## src/rtl/rst_seq_ctrl_if.sv

```systemverilog
// Handshake bundle for the reset sequencer.
// Slave side is the sequencer, master side is its environment.
interface rst_seq_ctrl_if #(
  parameter int NUM_DOM = 4,
  parameter int DLY_W   = 8
) ();
  localparam int SW = $clog2(NUM_DOM);

  logic               sw_rst_req_i;
  logic [DLY_W-1:0]   dly_i;
  logic [NUM_DOM-1:0] dom_ack_i;
  logic [NUM_DOM-1:0] rst_n_o;
  logic [SW-1:0]      stage_o;
  logic               busy_o;
  logic               done_o;
  logic               err_o;

  modport slave (
    input  sw_rst_req_i, dly_i, dom_ack_i,
    output rst_n_o, stage_o, busy_o, done_o, err_o
  );

  modport master (
    output sw_rst_req_i, dly_i, dom_ack_i,
    input  rst_n_o, stage_o, busy_o, done_o, err_o
  );
endinterface

```

## src/rtl/rst_seq_ctrl.sv

```systemverilog
// Reset sequencer: holds all domains in reset, then releases
// them in index order, gated by a delay and a per-domain ack.
module rst_seq_ctrl #(
  parameter int NUM_DOM  = 4,
  parameter int DLY_W    = 8,
  parameter int DLY_DEF  = 16,
  parameter int HOLD_CYC = 4,
  parameter int ACK_TO   = 256
) (
  input logic          clk_i,
  input logic          rst_i,
  rst_seq_ctrl_if.slave bus
);
  localparam int IW   = $clog2(NUM_DOM);
  localparam int MAXA = (HOLD_CYC > ACK_TO) ? HOLD_CYC : ACK_TO;
  localparam int MAXD = 1 << DLY_W;
  localparam int MAXC = (MAXA > MAXD) ? MAXA : MAXD;
  localparam int CW   = $clog2(MAXC + 1);

  localparam logic [CW-1:0] HOLD_M1 = CW'(HOLD_CYC - 1);
  localparam logic [CW-1:0] ACK_M1  = CW'(ACK_TO - 1);
  localparam logic [IW-1:0] LAST    = IW'(NUM_DOM - 1);

  typedef enum logic [2:0] {
    S_ASSERT,
    S_WAIT_DLY,
    S_WAIT_ACK,
    S_DONE,
    S_ERR
  } state_t;

  state_t             r_state, w_state;
  logic [CW-1:0]      r_cnt, w_cnt;
  logic [IW-1:0]      r_idx, w_idx;
  logic [DLY_W-1:0]   r_dly, w_dly;
  logic [NUM_DOM-1:0] r_rst_n, w_rst_n;
  logic               r_busy, w_busy;
  logic               r_done, w_done;
  logic               r_err, w_err;
  logic               w_dly_hit;

  assign w_dly_hit = (r_cnt == {{(CW-DLY_W){1'b0}}, r_dly});

  // State register: sequencing state, counter, index, delay, resets
  always_ff @(posedge clk_i or posedge rst_i) begin
    if (rst_i) begin
      r_state <= S_ASSERT;
      r_cnt   <= '0;
      r_idx   <= '0;
      r_dly   <= DLY_W'(DLY_DEF);
      r_rst_n <= '0;
    end else begin
      r_state <= w_state;
      r_cnt   <= w_cnt;
      r_idx   <= w_idx;
      r_dly   <= w_dly;
      r_rst_n <= w_rst_n;
    end
  end

  // Next-state logic; a software request overrides everything
  always_comb begin
    w_state = r_state;
    w_cnt   = r_cnt;
    w_idx   = r_idx;
    w_dly   = r_dly;
    w_rst_n = r_rst_n;
    if (bus.sw_rst_req_i) begin
      w_state = S_ASSERT;
      w_cnt   = '0;
      w_idx   = '0;
      w_rst_n = '0;
    end else begin
      unique case (r_state)
        S_ASSERT: begin
          w_dly   = bus.dly_i;
          w_rst_n = '0;
          if (r_cnt == HOLD_M1) begin
            w_state = S_WAIT_DLY;
            w_cnt   = '0;
            w_idx   = '0;
          end else begin
            w_cnt = r_cnt + CW'(1);
          end
        end
        S_WAIT_DLY: begin
          if (w_dly_hit) begin
            w_rst_n[r_idx] = 1'b1;
            w_state        = S_WAIT_ACK;
            w_cnt          = '0;
          end else begin
            w_cnt = r_cnt + CW'(1);
          end
        end
        S_WAIT_ACK: begin
          if (bus.dom_ack_i[r_idx]) begin
            w_cnt = '0;
            if (r_idx == LAST) begin
              w_state = S_DONE;
            end else begin
              w_idx   = r_idx + IW'(1);
              w_state = S_WAIT_DLY;
            end
          end else if (r_cnt == ACK_M1) begin
            w_state = S_ERR;
          end else begin
            w_cnt = r_cnt + CW'(1);
          end
        end
        S_DONE: begin
          w_rst_n = '1;
        end
        S_ERR: begin
          w_state = S_ERR;
        end
        default: begin
          w_state = S_ASSERT;
          w_cnt   = '0;
          w_idx   = '0;
          w_rst_n = '0;
        end
      endcase
    end
  end

  // Output decode from the next state so status flops track it
  always_comb begin
    w_busy = 1'b0;
    w_done = 1'b0;
    w_err  = 1'b0;
    unique case (w_state)
      S_ASSERT, S_WAIT_DLY, S_WAIT_ACK: w_busy = 1'b1;
      S_DONE:                           w_done = 1'b1;
      S_ERR:                            w_err  = 1'b1;
      default:                          w_busy = 1'b1;
    endcase
  end

  // Status flops keep the outputs glitch-free
  always_ff @(posedge clk_i or posedge rst_i) begin
    if (rst_i) begin
      r_busy <= 1'b1;
      r_done <= 1'b0;
      r_err  <= 1'b0;
    end else begin
      r_busy <= w_busy;
      r_done <= w_done;
      r_err  <= w_err;
    end
  end

  assign bus.rst_n_o = r_rst_n;
  assign bus.stage_o = r_idx;
  assign bus.busy_o  = r_busy;
  assign bus.done_o  = r_done;
  assign bus.err_o   = r_err;
endmodule
```

## src/flat_wrapper.sv

```systemverilog
// flat-port wrapper written by rule: the top's interface ports become plain ports
module rst_seq_ctrl_flat 
#(
  parameter int NUM_DOM  = 4,
  parameter int DLY_W    = 8,
  parameter int DLY_DEF  = 16,
  parameter int HOLD_CYC = 4,
  parameter int ACK_TO   = 256
)
  (clk_i, rst_i, bus_sw_rst_req_i, bus_dly_i, bus_dom_ack_i, bus_rst_n_o, bus_stage_o, bus_busy_o, bus_done_o, bus_err_o);
  rst_seq_ctrl_if #(.NUM_DOM(NUM_DOM), .DLY_W(DLY_W)) bus_i ();
  input logic clk_i;
  input logic rst_i;
  input wire logic [$bits(bus_i.sw_rst_req_i)-1:0] bus_sw_rst_req_i;
  input wire logic [$bits(bus_i.dly_i)-1:0] bus_dly_i;
  input wire logic [$bits(bus_i.dom_ack_i)-1:0] bus_dom_ack_i;
  output wire logic [$bits(bus_i.rst_n_o)-1:0] bus_rst_n_o;
  output wire logic [$bits(bus_i.stage_o)-1:0] bus_stage_o;
  output wire logic [$bits(bus_i.busy_o)-1:0] bus_busy_o;
  output wire logic [$bits(bus_i.done_o)-1:0] bus_done_o;
  output wire logic [$bits(bus_i.err_o)-1:0] bus_err_o;
  assign bus_i.sw_rst_req_i = bus_sw_rst_req_i;
  assign bus_i.dly_i = bus_dly_i;
  assign bus_i.dom_ack_i = bus_dom_ack_i;
  assign bus_rst_n_o = bus_i.rst_n_o;
  assign bus_stage_o = bus_i.stage_o;
  assign bus_busy_o = bus_i.busy_o;
  assign bus_done_o = bus_i.done_o;
  assign bus_err_o = bus_i.err_o;
  rst_seq_ctrl #(.NUM_DOM(NUM_DOM), .DLY_W(DLY_W), .DLY_DEF(DLY_DEF), .HOLD_CYC(HOLD_CYC), .ACK_TO(ACK_TO)) u_core (.clk_i(clk_i), .rst_i(rst_i), .bus(bus_i));
endmodule
```

## config.mk

```make
export PLATFORM = sky130hd
export DESIGN_NAME = rst_seq_ctrl_flat
export DESIGN_NICKNAME = d
export VERILOG_FILES = /design/src/rtl/rst_seq_ctrl_if.sv /design/src/rtl/rst_seq_ctrl.sv /design/src/flat_wrapper.sv
export SDC_FILE = /design/constraint.sdc
export NUM_CORES = 1
export LEC_CHECK = 0
export BUFFER_PORTS_ARGS = -buffer_cell sky130_fd_sc_hd__buf_2
export CAP_MARGIN = 20
export CORE_MARGIN = 2
export CORE_UTILIZATION = 25
export CTS_BUF_LIST = sky130_fd_sc_hd__clkbuf_4 sky130_fd_sc_hd__clkbuf_8
export CTS_CLUSTER_DIAMETER = 120
export DETAILED_ROUTE_END_ITERATION = 8
export PLACE_DENSITY_LB_ADDON = 0.08
export SYNTH_ARGS = -nofsm -noshare
export SYNTH_HDL_FRONTEND = slang
export SYNTH_SLANG_ARGS = --single-unit
```

## constraint.sdc

```tcl
create_clock -name clk_i -period 6.1 [get_ports clk_i]
set_clock_uncertainty 0.05 [all_clocks]
set_input_delay 0.305 -clock clk_i [delete_from_list [all_inputs] [get_ports clk_i]]
set_output_delay 0.305 -clock clk_i [all_outputs]
set_load 0.005 [all_outputs]
```

==> impl_metrics.csv <==
group,metric,value,unit
worst_setup_path,cp_data_required_time,6.23,ns
sta,rsz0062_at_grt,"false",
routing,viasPerCell,4.933,
worst_setup_path,path_class,"reg2reg",
routing,drt_iter0_drc,113,
hold_path,hp-class,"in2async",
floorplanning,ios,24,
synth,synth_cells,167,
routing,drt-total-wl,3921,um
placed_design,place_hpwl,2900,um
synth,synth-seq-cells,29,
grt,antenna_found_initial,0,
synth,synth-edff-count,0,
sta,finalHoldViolCount,0,
routing,antenna_left,0,
clock_network,clockBufferDepth,2,
sta,period_share,41.15,%
grt,grt_first_pass_wirelength,6865,um
synth,ys.flop_type,"dfrtp_1",
synth,syn_avg_cell_area,10.11,um^2
finish,multiInputGateArea,890.9,um^2
sta,slew_viol_final,0,
routing,firstDrtPassIters,4,
worst_setup_path,cp_slowest_cell,"dfrtp_1",
power_and_ir_drop,p_per_area,242.5,mW/mm^2
finish,drive_gt1_share,30.05,%
floorplanning,initial_utilization,26.15,%
sta,slew-limit-headroom,60.38,%
synth,synth.distinct_cells,52,
synth,ys_warn_count,0,
clock_network,clk_pin_slew,0.07,ns
worst_setup_path,path_cells,"ha_1 > and3_1 > and3_2 > and3_1 > ha_1 > nor2b_2 > o21ai_1 > a21oi_2 > a21o_1 > a22o_1",
sta,setup_viol,0,
run_status,status,"finished, final reports clean",
clock_network,cts_sinks,29,
synth,synth_seq_area_share,43.11,%
grt,gr-total-overflow,0,
floorplanning,rows,29,
power_and_ir_drop,irDropWorstVdd,0.1272,mV
floorplanning,dieArea,0.007430,mm^2
clock_network,ctsResizeCount,0,
worst_setup_path,worst_setup_path_end_kind,"flip-flop",
finish,diodes,0,
sta,setup_tns,0,ns
clock_network,post_cts_buffers,0,
floorplanning,die_w,86.20,um
floorplanning,fp.coreArea,0.006459,mm^2
finish,fillers,671,
sta,clock.fmax,398.4,MHz
sta,worst_pin_slew,0.5937,ns
placed_design,gp_congestion,0.7806,
synth,async_flop_share,100.0,%
worst_setup_path,critPathLaunchType,"flip-flop",
clock_network,cts.hold.buffers_added,0,
finish,layout.nets,213,
finish,layout.cells.most_common,"dfrtp_1",
finish,seq_area,728.2,um^2
worst_setup_path,path_buf_inv,0,
placed_design,portBuffers,23,
clock_network,cts_tree,"built",
worst_setup_path,cp_top_family,"simple AND/OR/NAND/NOR gates",
clock_network,clockRootBuffer,"clkbuf_8",
grt,grt_pass1_vias,1314,
worst_setup_path,path_max_fanout,9,
sta,fin_crit,2.510,ns
grt,grt_max_degree,19,
floorplanning,die_y,86.20,um
power_and_ir_drop,power.leakage,0.0008888,uW
worst_setup_path,arrival,2.64,ns
finish,layout_common_cells,"dfrtp_1 (27), buf_2 (23), nand2_1 (17)",
sta,whs,0.02869,ns
flow_run,maxCapViolations,0,
worst_setup_path,worst_path_largest_cell_delay,0.45,ns
clock_network,htree_num_levels,2,
synth,synth_nets,188,
synth,syn_area,0.001689,mm^2
clock_network,clock_latency,0.28,ns
routing,wl_per_cell,14.52,um
routing,vias,1332,
grt,grt.total_usage,11.81,%
finish,syn2layout_area_growth,17.78,%
clock_network,numCtsBuffers,5,
routing,drc,0,
## report_power, final
part	switching, uW	total (uW)	internal [uW]
clock	76.5	178	102
sequential	17.2	224	207
combinational	41.2	80.2	39.0
## cells in the mapped netlist (2+ instances only)
cell,number,area share (%)
o21ai_1,5,1.5
or3_1,2,0.74
nand4_1,2,0.74
inv_1,5,1.1
dfstp_2,2,3.1
buf_2,2,0.59
nand3_1,4,1.2
mux2_2,9,6.0
o21ai_0,7,2.1
and3_1,4,1.5
nor3_1,3,0.89
a221oi_1,4,2.1
and3_2,2,0.89
nand2b_1,2,0.74
nand2_1,17,3.8
a21oi_1,2,0.59
xnor2_1,2,1.0
a31o_2,2,1.0
nor2_1,15,3.3
a31oi_1,2,0.74
xor2_1,9,4.7
dfrtp_1,27,40
nor4_2,2,1.5
ha_1,6,4.4
buf_4,3,1.3
## sequential cells by signal, indices dropped and copies added, names as in the netlist
signal              cells
u_core.r_dly            8
u_core.bus.busy_o       1
u_core.bus.rst_n_o      4
u_core.bus.stage_o      2
u_core.r_state          3
u_core.bus.err_o        1
u_core.bus.done_o       1
u_core.r_cnt            9
## kinds of logic after synthesis
family / after synthesis / synth area share (%)
and+or+nand+nor: 63 / 20.52
AOI/OAI and AO/OA: 34 / 14.15
DFF: 29 / 43.11
buffers and inverters: 13 / 4.148
xor gates and xnor gates: 11 / 5.704
muxes: 11 / 7.926
adders and majority gates: 6 / 4.444
## final cells by class
class	count	share of cell area [%]
multi-input combinational	125	44.78
timing repair buffer	25	7.547
sequential	29	36.60
tap	77	4.843
clock buffer	7	4.843
clock inverter	1	0.2516
inverter	6	1.132
## through the flow
step	instance area [um^2]	power, uW	setup slack, ns	cells	utilization (%)
floorplan	1689	284.1	3.804	167	-
detailed placement	1881	307.9	3.619	261	29.12
global route	1989	515.6	3.463	270	30.80
global placement	1853	305.0	3.689	260	28.69
CTS	1982	490.5	3.604	269	30.69
finish	1989	482.5	3.590	270	30.80
## worst reg2reg max path, cell delays in order, from the launching register on
cell and delay (ns):
dfrtp_1 0.45, ha_1 0.26, and3_1 0.23, and3_2 0.22, and3_1 0.18, ha_1 0.19, nor2b_2 0.16, o21ai_1 0.16
a21oi_2 0.16, a21o_1 0.18, a22o_1 0.17
## per-layer routing
metal / wire (um) / part of all wire (%) / vias to the layer above / GRT usage, %
li1: - / - / 650 / -
met1: 2053 / 52 / 648 / 17.90
met2: 1657 / 42 / 26 / 16.14
met3: 150 / 3.8 / 8 / 3.143
met4: 59 / 1.5 / 0 / 3.835
met5: 0 / 0 / - / 0
## worst paths after layout
kind / from / end / slack (ns) / depth (start not counted)
worst min register to register: u_core.bus.rst_n_o[3]$_DFFE_PP0P_ / u_core.bus.rst_n_o[3]$_DFFE_PP0P_ / 0.46 / 2
worst min-delay path: rst_i / u_core.r_state[0]$_DFF_PP0_ / 0.03 / 2
min in group clk_i: bus_dly_i[5] / u_core.r_dly[5]$_DFFE_PP0P_ / 0.20 / 2
worst max-delay path: u_core.r_cnt[1]$_DFFE_PP0P_ / u_core.r_cnt[7]$_DFFE_PP0P_ / 3.59 / 10
max in group asynchronous: rst_i / u_core.r_dly[4]$_DFFE_PP1P_ / 5.40 / 3
worst max register to register: u_core.r_cnt[1]$_DFFE_PP0P_ / u_core.r_cnt[7]$_DFFE_PP0P_ / 3.59 / 10
Note: power is estimated with default switching activity, not from simulation.
